<file path="config.mk">
export PLATFORM = sky130hd
export DESIGN_NAME = mcu_lsu
export DESIGN_NICKNAME = d
export VERILOG_FILES = /design/src/rtl/mcu_isa_pkg.sv /design/src/rtl/mcu_lsu_align.sv /design/src/rtl/mcu_lsu.sv
export SDC_FILE = /design/constraint.sdc
export NUM_CORES = 1
export LEC_CHECK = 0
export CAP_MARGIN = 20
export CORE_ASPECT_RATIO = 1.1
export CORE_MARGIN = 3
export CORE_UTILIZATION = 42
export DETAILED_ROUTE_END_ITERATION = 16
export PLACE_DENSITY = 0.83
export SLEW_MARGIN = 20
export SYNTH_ARGS = -nofsm -noshare
export SYNTH_HDL_FRONTEND = slang
export SYNTH_SLANG_ARGS = --single-unit
</file>
<file path="constraint.sdc">
create_clock -name clk -period 2.1 [get_ports clk]
set_clock_uncertainty 0.05 [all_clocks]
set_input_delay 0.315 -clock clk [delete_from_list [all_inputs] [get_ports clk]]
set_output_delay 0.315 -clock clk [all_outputs]
set_load 0.02 [all_outputs]
</file>
<file path="src/rtl/mcu_isa_pkg.sv">
// rtl/mcu_isa_pkg.sv - shared ISA constants and LSU state type
package mcu_isa_pkg;

  localparam logic [2:0] LS_B  = 3'b000;
  localparam logic [2:0] LS_H  = 3'b001;
  localparam logic [2:0] LS_W  = 3'b010;
  localparam logic [2:0] LS_BU = 3'b100;
  localparam logic [2:0] LS_HU = 3'b101;

  localparam logic [3:0] EXC_ILLEGAL     = 4'd2;
  localparam logic [3:0] EXC_LD_MISALIGN = 4'd4;
  localparam logic [3:0] EXC_LD_FAULT    = 4'd5;
  localparam logic [3:0] EXC_ST_MISALIGN = 4'd6;
  localparam logic [3:0] EXC_ST_FAULT    = 4'd7;

  typedef enum logic [1:0] {
    LSU_IDLE = 2'd0,
    LSU_REQ  = 2'd1,
    LSU_RSP  = 2'd2
  } lsu_state_e;

endpackage

</file>
<file path="src/rtl/mcu_lsu_align.sv">
// rtl/mcu_lsu_align.sv - byte-lane enables, store replication, op legality and load extraction
module mcu_lsu_align
  import mcu_isa_pkg::*;
(
  input  logic [2:0]  funct3_i,
  input  logic [1:0]  addr_i,
  input  logic        is_store_i,
  input  logic [31:0] wdata_i,
  input  logic [31:0] rdata_i,
  output logic [3:0]  be_o,
  output logic [31:0] wdata_o,
  output logic        illegal_o,
  output logic        misalign_o,
  output logic [31:0] ld_data_o
);

  logic [7:0]  ld_byte;
  logic [15:0] ld_half;
  logic        sext;

  assign sext = ~funct3_i[2];

  always_comb begin
    ld_byte = rdata_i[7:0];
    case (addr_i)
      2'b01:   ld_byte = rdata_i[15:8];
      2'b10:   ld_byte = rdata_i[23:16];
      2'b11:   ld_byte = rdata_i[31:24];
      default: ld_byte = rdata_i[7:0];
    endcase
    ld_half = addr_i[1] ? rdata_i[31:16] : rdata_i[15:0];
  end

  always_comb begin
    illegal_o = 1'b1;
    if (is_store_i) begin
      if (funct3_i == LS_B || funct3_i == LS_H || funct3_i == LS_W) illegal_o = 1'b0;
    end else begin
      if (funct3_i == LS_B || funct3_i == LS_H || funct3_i == LS_W ||
          funct3_i == LS_BU || funct3_i == LS_HU) illegal_o = 1'b0;
    end
  end

  // Width is carried in funct3[1:0]; bit 2 only selects zero-extension.
  always_comb begin
    be_o       = 4'b0000;
    wdata_o    = wdata_i;
    ld_data_o  = rdata_i;
    misalign_o = 1'b0;
    case (funct3_i[1:0])
      2'b00: begin
        be_o      = 4'b0001 << addr_i;
        wdata_o   = {4{wdata_i[7:0]}};
        ld_data_o = {{24{sext & ld_byte[7]}}, ld_byte};
      end
      2'b01: begin
        be_o       = 4'b0011 << {addr_i[1], 1'b0};
        wdata_o    = {2{wdata_i[15:0]}};
        ld_data_o  = {{16{sext & ld_half[15]}}, ld_half};
        misalign_o = addr_i[0];
      end
      2'b10: begin
        be_o       = 4'b1111;
        misalign_o = (addr_i != 2'b00);
      end
      default: begin
        be_o = 4'b0000;
      end
    endcase
  end

endmodule

</file>
<file path="src/rtl/mcu_lsu.sv">
// rtl/mcu_lsu.sv - single-outstanding load/store unit with precise exceptions
module mcu_lsu
  import mcu_isa_pkg::*;
#(
  parameter int ADDR_W = 32,
  parameter int DATA_W = 32
) (
  input  logic              clk,
  input  logic              rst_n,
  input  logic              ex_valid,
  output logic              ex_ready,
  input  logic              ex_is_store,
  input  logic [2:0]        ex_funct3,
  input  logic [ADDR_W-1:0] ex_addr,
  input  logic [DATA_W-1:0] ex_wdata,
  input  logic [4:0]        ex_rd,
  output logic              mem_req_valid,
  input  logic              mem_req_ready,
  output logic              mem_req_we,
  output logic [ADDR_W-1:0] mem_req_addr,
  output logic [3:0]        mem_req_be,
  output logic [DATA_W-1:0] mem_req_wdata,
  input  logic              mem_rsp_valid,
  input  logic [DATA_W-1:0] mem_rsp_rdata,
  input  logic              mem_rsp_err,
  output logic              wb_valid,
  output logic [4:0]        wb_rd,
  output logic [DATA_W-1:0] wb_data,
  output logic              done,
  output logic              exc_valid,
  output logic [3:0]        exc_cause,
  output logic [ADDR_W-1:0] exc_tval
);

  lsu_state_e        state_q, state_d;
  logic [ADDR_W-1:0] addr_q, addr_d;
  logic [3:0]        be_q, be_d;
  logic [DATA_W-1:0] wdata_q, wdata_d;
  logic [2:0]        f3_q, f3_d;
  logic [4:0]        rd_q, rd_d;
  logic              store_q, store_d;
  logic              wb_valid_q, wb_valid_d;
  logic [4:0]        wb_rd_q, wb_rd_d;
  logic [DATA_W-1:0] wb_data_q, wb_data_d;
  logic              done_q, done_d;
  logic              exc_valid_q, exc_valid_d;
  logic [3:0]        exc_cause_q, exc_cause_d;
  logic [ADDR_W-1:0] exc_tval_q, exc_tval_d;

  logic              idle;
  logic [3:0]        al_be;
  logic [31:0]       al_wdata;
  logic              al_illegal;
  logic              al_misalign;
  logic [31:0]       al_ld_data;

  assign idle = (state_q == LSU_IDLE);

  // In IDLE the helper checks the incoming op; otherwise it extracts for the held op.
  mcu_lsu_align u_align (
    .funct3_i   (idle ? ex_funct3 : f3_q),
    .addr_i     (idle ? ex_addr[1:0] : addr_q[1:0]),
    .is_store_i (ex_is_store),
    .wdata_i    (ex_wdata),
    .rdata_i    (mem_rsp_rdata),
    .be_o       (al_be),
    .wdata_o    (al_wdata),
    .illegal_o  (al_illegal),
    .misalign_o (al_misalign),
    .ld_data_o  (al_ld_data)
  );

  always_comb begin
    state_d     = state_q;
    addr_d      = addr_q;
    be_d        = be_q;
    wdata_d     = wdata_q;
    f3_d        = f3_q;
    rd_d        = rd_q;
    store_d     = store_q;
    wb_valid_d  = 1'b0;
    wb_rd_d     = wb_rd_q;
    wb_data_d   = wb_data_q;
    done_d      = 1'b0;
    exc_valid_d = 1'b0;
    exc_cause_d = exc_cause_q;
    exc_tval_d  = exc_tval_q;
    case (state_q)
      LSU_IDLE: begin
        if (ex_valid) begin
          if (al_illegal) begin
            exc_valid_d = 1'b1;
            exc_cause_d = EXC_ILLEGAL;
            exc_tval_d  = ex_addr;
          end else if (al_misalign) begin
            exc_valid_d = 1'b1;
            exc_cause_d = ex_is_store ? EXC_ST_MISALIGN : EXC_LD_MISALIGN;
            exc_tval_d  = ex_addr;
          end else begin
            state_d = LSU_REQ;
            addr_d  = ex_addr;
            be_d    = al_be;
            wdata_d = al_wdata;
            f3_d    = ex_funct3;
            rd_d    = ex_rd;
            store_d = ex_is_store;
          end
        end
      end
      LSU_REQ: begin
        if (mem_req_ready) state_d = LSU_RSP;
      end
      LSU_RSP: begin
        if (mem_rsp_valid) begin
          state_d = LSU_IDLE;
          if (mem_rsp_err) begin
            exc_valid_d = 1'b1;
            exc_cause_d = store_q ? EXC_ST_FAULT : EXC_LD_FAULT;
            exc_tval_d  = addr_q;
          end else begin
            done_d = 1'b1;
            if (!store_q) begin
              wb_valid_d = 1'b1;
              wb_rd_d    = rd_q;
              wb_data_d  = al_ld_data;
            end
          end
        end
      end
      default: state_d = LSU_IDLE;
    endcase
  end

  always_ff @(posedge clk) begin
    if (!rst_n) begin
      state_q     <= LSU_IDLE;
      addr_q      <= '0;
      be_q        <= '0;
      wdata_q     <= '0;
      f3_q        <= '0;
      rd_q        <= '0;
      store_q     <= 1'b0;
      wb_valid_q  <= 1'b0;
      wb_rd_q     <= '0;
      wb_data_q   <= '0;
      done_q      <= 1'b0;
      exc_valid_q <= 1'b0;
      exc_cause_q <= '0;
      exc_tval_q  <= '0;
    end else begin
      state_q     <= state_d;
      addr_q      <= addr_d;
      be_q        <= be_d;
      wdata_q     <= wdata_d;
      f3_q        <= f3_d;
      rd_q        <= rd_d;
      store_q     <= store_d;
      wb_valid_q  <= wb_valid_d;
      wb_rd_q     <= wb_rd_d;
      wb_data_q   <= wb_data_d;
      done_q      <= done_d;
      exc_valid_q <= exc_valid_d;
      exc_cause_q <= exc_cause_d;
      exc_tval_q  <= exc_tval_d;
    end
  end

  assign ex_ready      = idle;
  assign mem_req_valid = (state_q == LSU_REQ);
  assign mem_req_we    = mem_req_valid & store_q;
  assign mem_req_addr  = mem_req_valid ? {addr_q[ADDR_W-1:2], 2'b00} : '0;
  assign mem_req_be    = mem_req_valid ? be_q : 4'b0000;
  assign mem_req_wdata = mem_req_valid ? wdata_q : '0;
  assign wb_valid      = wb_valid_q;
  assign wb_rd         = wb_rd_q;
  assign wb_data       = wb_data_q;
  assign done          = done_q;
  assign exc_valid     = exc_valid_q;
  assign exc_cause     = exc_cause_q;
  assign exc_tval      = exc_tval_q;

endmodule

</file>
==> qor.yml <==
routing:
  post_drt_via_cell_ratio: 5.713
  antenna_left: 0
  drt_pre_antenna_iters: 6
  drt_iter0_markers: 619
  route.detailed.drc: 0
  drt_wl_total_um: 27010
  dr_total_vias: 8169
  wl_per_cell_um: 18.89
global_routing:
  gr-usage-all-layers: 0.2572
  grt_pass1_wl_um: 41140
  antenna_found_initial: 0
  overflow: 0
  grt_max_degree: 69
  grt_pass1_vias: 7726
yosys:
  synthCells: 913
  yosysSeqAreaShare: 0.4038
  synth_area_per_cell_um2: 8.362
  synth_cell_types: 56
  synth-main-ff-cell: "dfxtp_1"
  synthArstFlopShare: 0
  yosys_warnings: 0
  yosys_register_bits: 154
  syn-cell-area_um2: 7635
  synth_edf_count: 0
worst_hold_path:
  hold_depth: 2
  min_path_type: "in2reg"
floorplanning:
  io_pins: 258
  die_h_um: 147.4
  initial_core_util: 0.4304
  core_area_um2: 17740
  die_w_um: 134.6
  placementRows: 51
  die_area_um2: 19830
place:
  post-dp-hpwl_um: 18260
  place.gp.congestion: 0.8724
  numPortBuffers: 254
  placed_area_um2: 10760
finish:
  finalNetCount: 1290
  area_growth_pct: 48.71
  fin_area_um2: 11350
  antenna_cells: 0
  drive_gt1_frac: 0.2139
clocking:
  ctsHoldBuffers: 0
  htreeDepth: 4
  insertion_delay_ns: 0.43
  tritoncts: "yes"
  clkTransAtPathRegs_ns: 0.07
  clock-sinks: 154
  cts_root_buffer: "clkbuf_16"
  numCtsBuffers: 17
  clock_tree.buffer_depth: 2
worst_setup_path:
  required_ns: 1.74
  end_kind: "output port"
  path_max_fanout: 18
  worst_setup_path_start_kind: "flip-flop"
  ff2ff_path_depth: 9
  cp_top_family: "buffers and inverters"
  crit_path_frequent_cell: "buf_4"
  slowest_delay_ns: 0.34
  critPathKind: "reg2out"
  cp_data_arrival_time_ns: 1.71
  path_cells: "inv_1, nor2_4, buf_4, buf_4, buf_8, and2_1, buf_4"
  path_buf_inv: 5
  slowest_stage: "dfxtp_2"
  crit_cells: 7
sta:
  fin_crit_sh: 0.9880
  rsz0062_at_grt: "true"
  whs_ns: 0.2624
  setup_tns_ns: 0
  slew_viol_final: 0
  setup_viol: 0
  clock.fmax_ghz: 0.4820
  min_period_ns: 2.075
  finalHoldViolations: 0
power:
  leakage_nw: 4.634
  power_mw: 8.828
  pwr_density_cell_nw_per_um2: 777.6
  vdd_drop_max_mv: 0.5946
run_status:
  status: "finished clean"
run:
  max_cap_violations: 0
==> worst paths after layout <==
check / startpoint / endpoint / slack [ns]
setup reg to reg: state_q[0]$_SDFFE_PN0P_ / wdata_q[10]$_SDFFE_PN0P_ / 0.04
hold reg to reg: rd_q[4]$_SDFFE_PN0P_ / wb_rd[4]$_SDFFE_PN0P_ / 0.40
hold / removal: rst_n / be_q[0]$_SDFFE_PN0P_ / 0.26
setup / recovery: state_q[0]$_SDFFE_PN0P_ / mem_req_addr[8] / 0.03
==> worst reg2reg max path, delay by kind of cell (launching register included) <==
family	cells	cell delay (ns)
buffers and inverters	4	0.63
flip-flops	1	0.34
AO/OA/AOI/OAI	5	0.94
==> cell families (layout without fill, tap and decap cells) <==
logic type             Yosys count  after routing  share of synthesized area
AOI/OAI and AO/OA              306            306                     0.2403
muxes                           77             77                     0.1070
buffers and inverters           98            375                    0.06604
DFF                            154            154                     0.4038
and+or+nand+nor                277            277                     0.1824
other                            1              3                  0.0004912
==> synthesized netlist by cell type, types with 2 or more instances <==
cell type,instances,share of area
dfxtp_1,154,0.40
a21oi_1,123,0.081
nand2_1,117,0.058
o21ai_0,84,0.055
and2_1,69,0.057
clkbuf_1,55,0.027
nand3_1,55,0.036
mux2i_1,42,0.055
mux2_2,33,0.049
a311oi_1,25,0.029
buf_2,22,0.014
a31oi_1,18,0.015
o21ai_1,11,0.0072
nor2_1,9,0.0044
a221oi_1,8,0.0092
a22oi_1,7,0.0069
a2bb2oi_1,7,0.0080
buf_4,6,0.0059
buf_6,5,0.0074
o211ai_1,5,0.0049
inv_1,4,0.0020
nor3_1,4,0.0026
a211oi_1,3,0.0029
buf_12,3,0.0079
nand2b_1,3,0.0025
nor3b_1,3,0.0029
nor4_1,3,0.0025
o21a_1,3,0.0029
buf_1,2,0.00098
nor4b_1,2,0.0023
o211a_1,2,0.0026
or4b_2,2,0.0026
==> per-stage QoR <==
| step | std cells | worst slack [ns] | util |
|---|---|---|---|
| after floorplan | 915 | 0.03557 | - |
| after global placement | 1386 | -0.2522 | 0.6066 |
| after detailed placement | 1386 | -0.3212 | 0.6066 |
| after CTS | 1421 | 0.001932 | 0.6362 |
| after global routing | 1430 | -0.05076 | 0.6400 |
| final | 1430 | 0.02519 | 0.6400 |
==> registers in the layout, summed over array words and instances (netlist names) <==
register   count
exc_valid      1
store_q        1
wdata_q       32
done           1
wb_rd          5
exc_cause      3
f3_q           3
wb_valid       1
wb_data       32
rd_q           5
state_q        2
addr_q        32
exc_tval      32
be_q           4
==> cells in the final DEF (no fill, tap or decap), types with 4 or more instances in the layout <==
cell type	n
a221oi_1	7
nor2_1	8
mux2i_1	42
bufinv_16	4
o21ai_0	79
o211ai_1	5
a31oi_1	18
clkinv_2	4
o21ai_1	13
buf_4	78
nor3_1	4
and2_4	4
clkdlybuf4s50_1	184
and2_1	64
dfxtp_1	152
buf_6	6
mux2_2	33
a21oi_2	4
nand2_1	116
clkbuf_16	19
a21oi_1	119
buf_12	16
nand3_1	55
a22oi_1	7
a2bb2oi_1	7
buf_2	46
a311oi_1	25
==> power by group <==
part	internal (mW)	switching [mW]	total, mW
clock network	2.03	1.31	3.33
registers	3.14	0.125	3.26
logic	1.05	1.18	2.23
==> final cells by class <==
cell class	count	area (um2)
fillers	1510	6386
multi-input cells	663	4173
repair buffers	338	3143
flip-flops and latches	154	3085
clock buffers	18	439.2
well taps	238	297.8
clock inverters	14	191.4
inverters	5	23.77
==> timing repair <==
item / CTS / global route
hold endpoints to repair: 0 / 0
setup endpoints to repair: 79 / 203
gates cloned: 1 / 5
pin swaps: 2 / 15
setup buffers: 2 / 5
resized for setup: 245 / 72
==> layer usage <==
layer  vias up  track usage  part of all wire  routed length (um)
li1       3815            -                 -                   -
met1      3886       0.3268              0.41               10970
met2       420       0.4256              0.48               13000
met3        48      0.06943             0.088                2367
met4         0      0.08401             0.025                 674
met5         -            0                 0                   0
No activity file was read; power rests on OpenSTA's default activity.
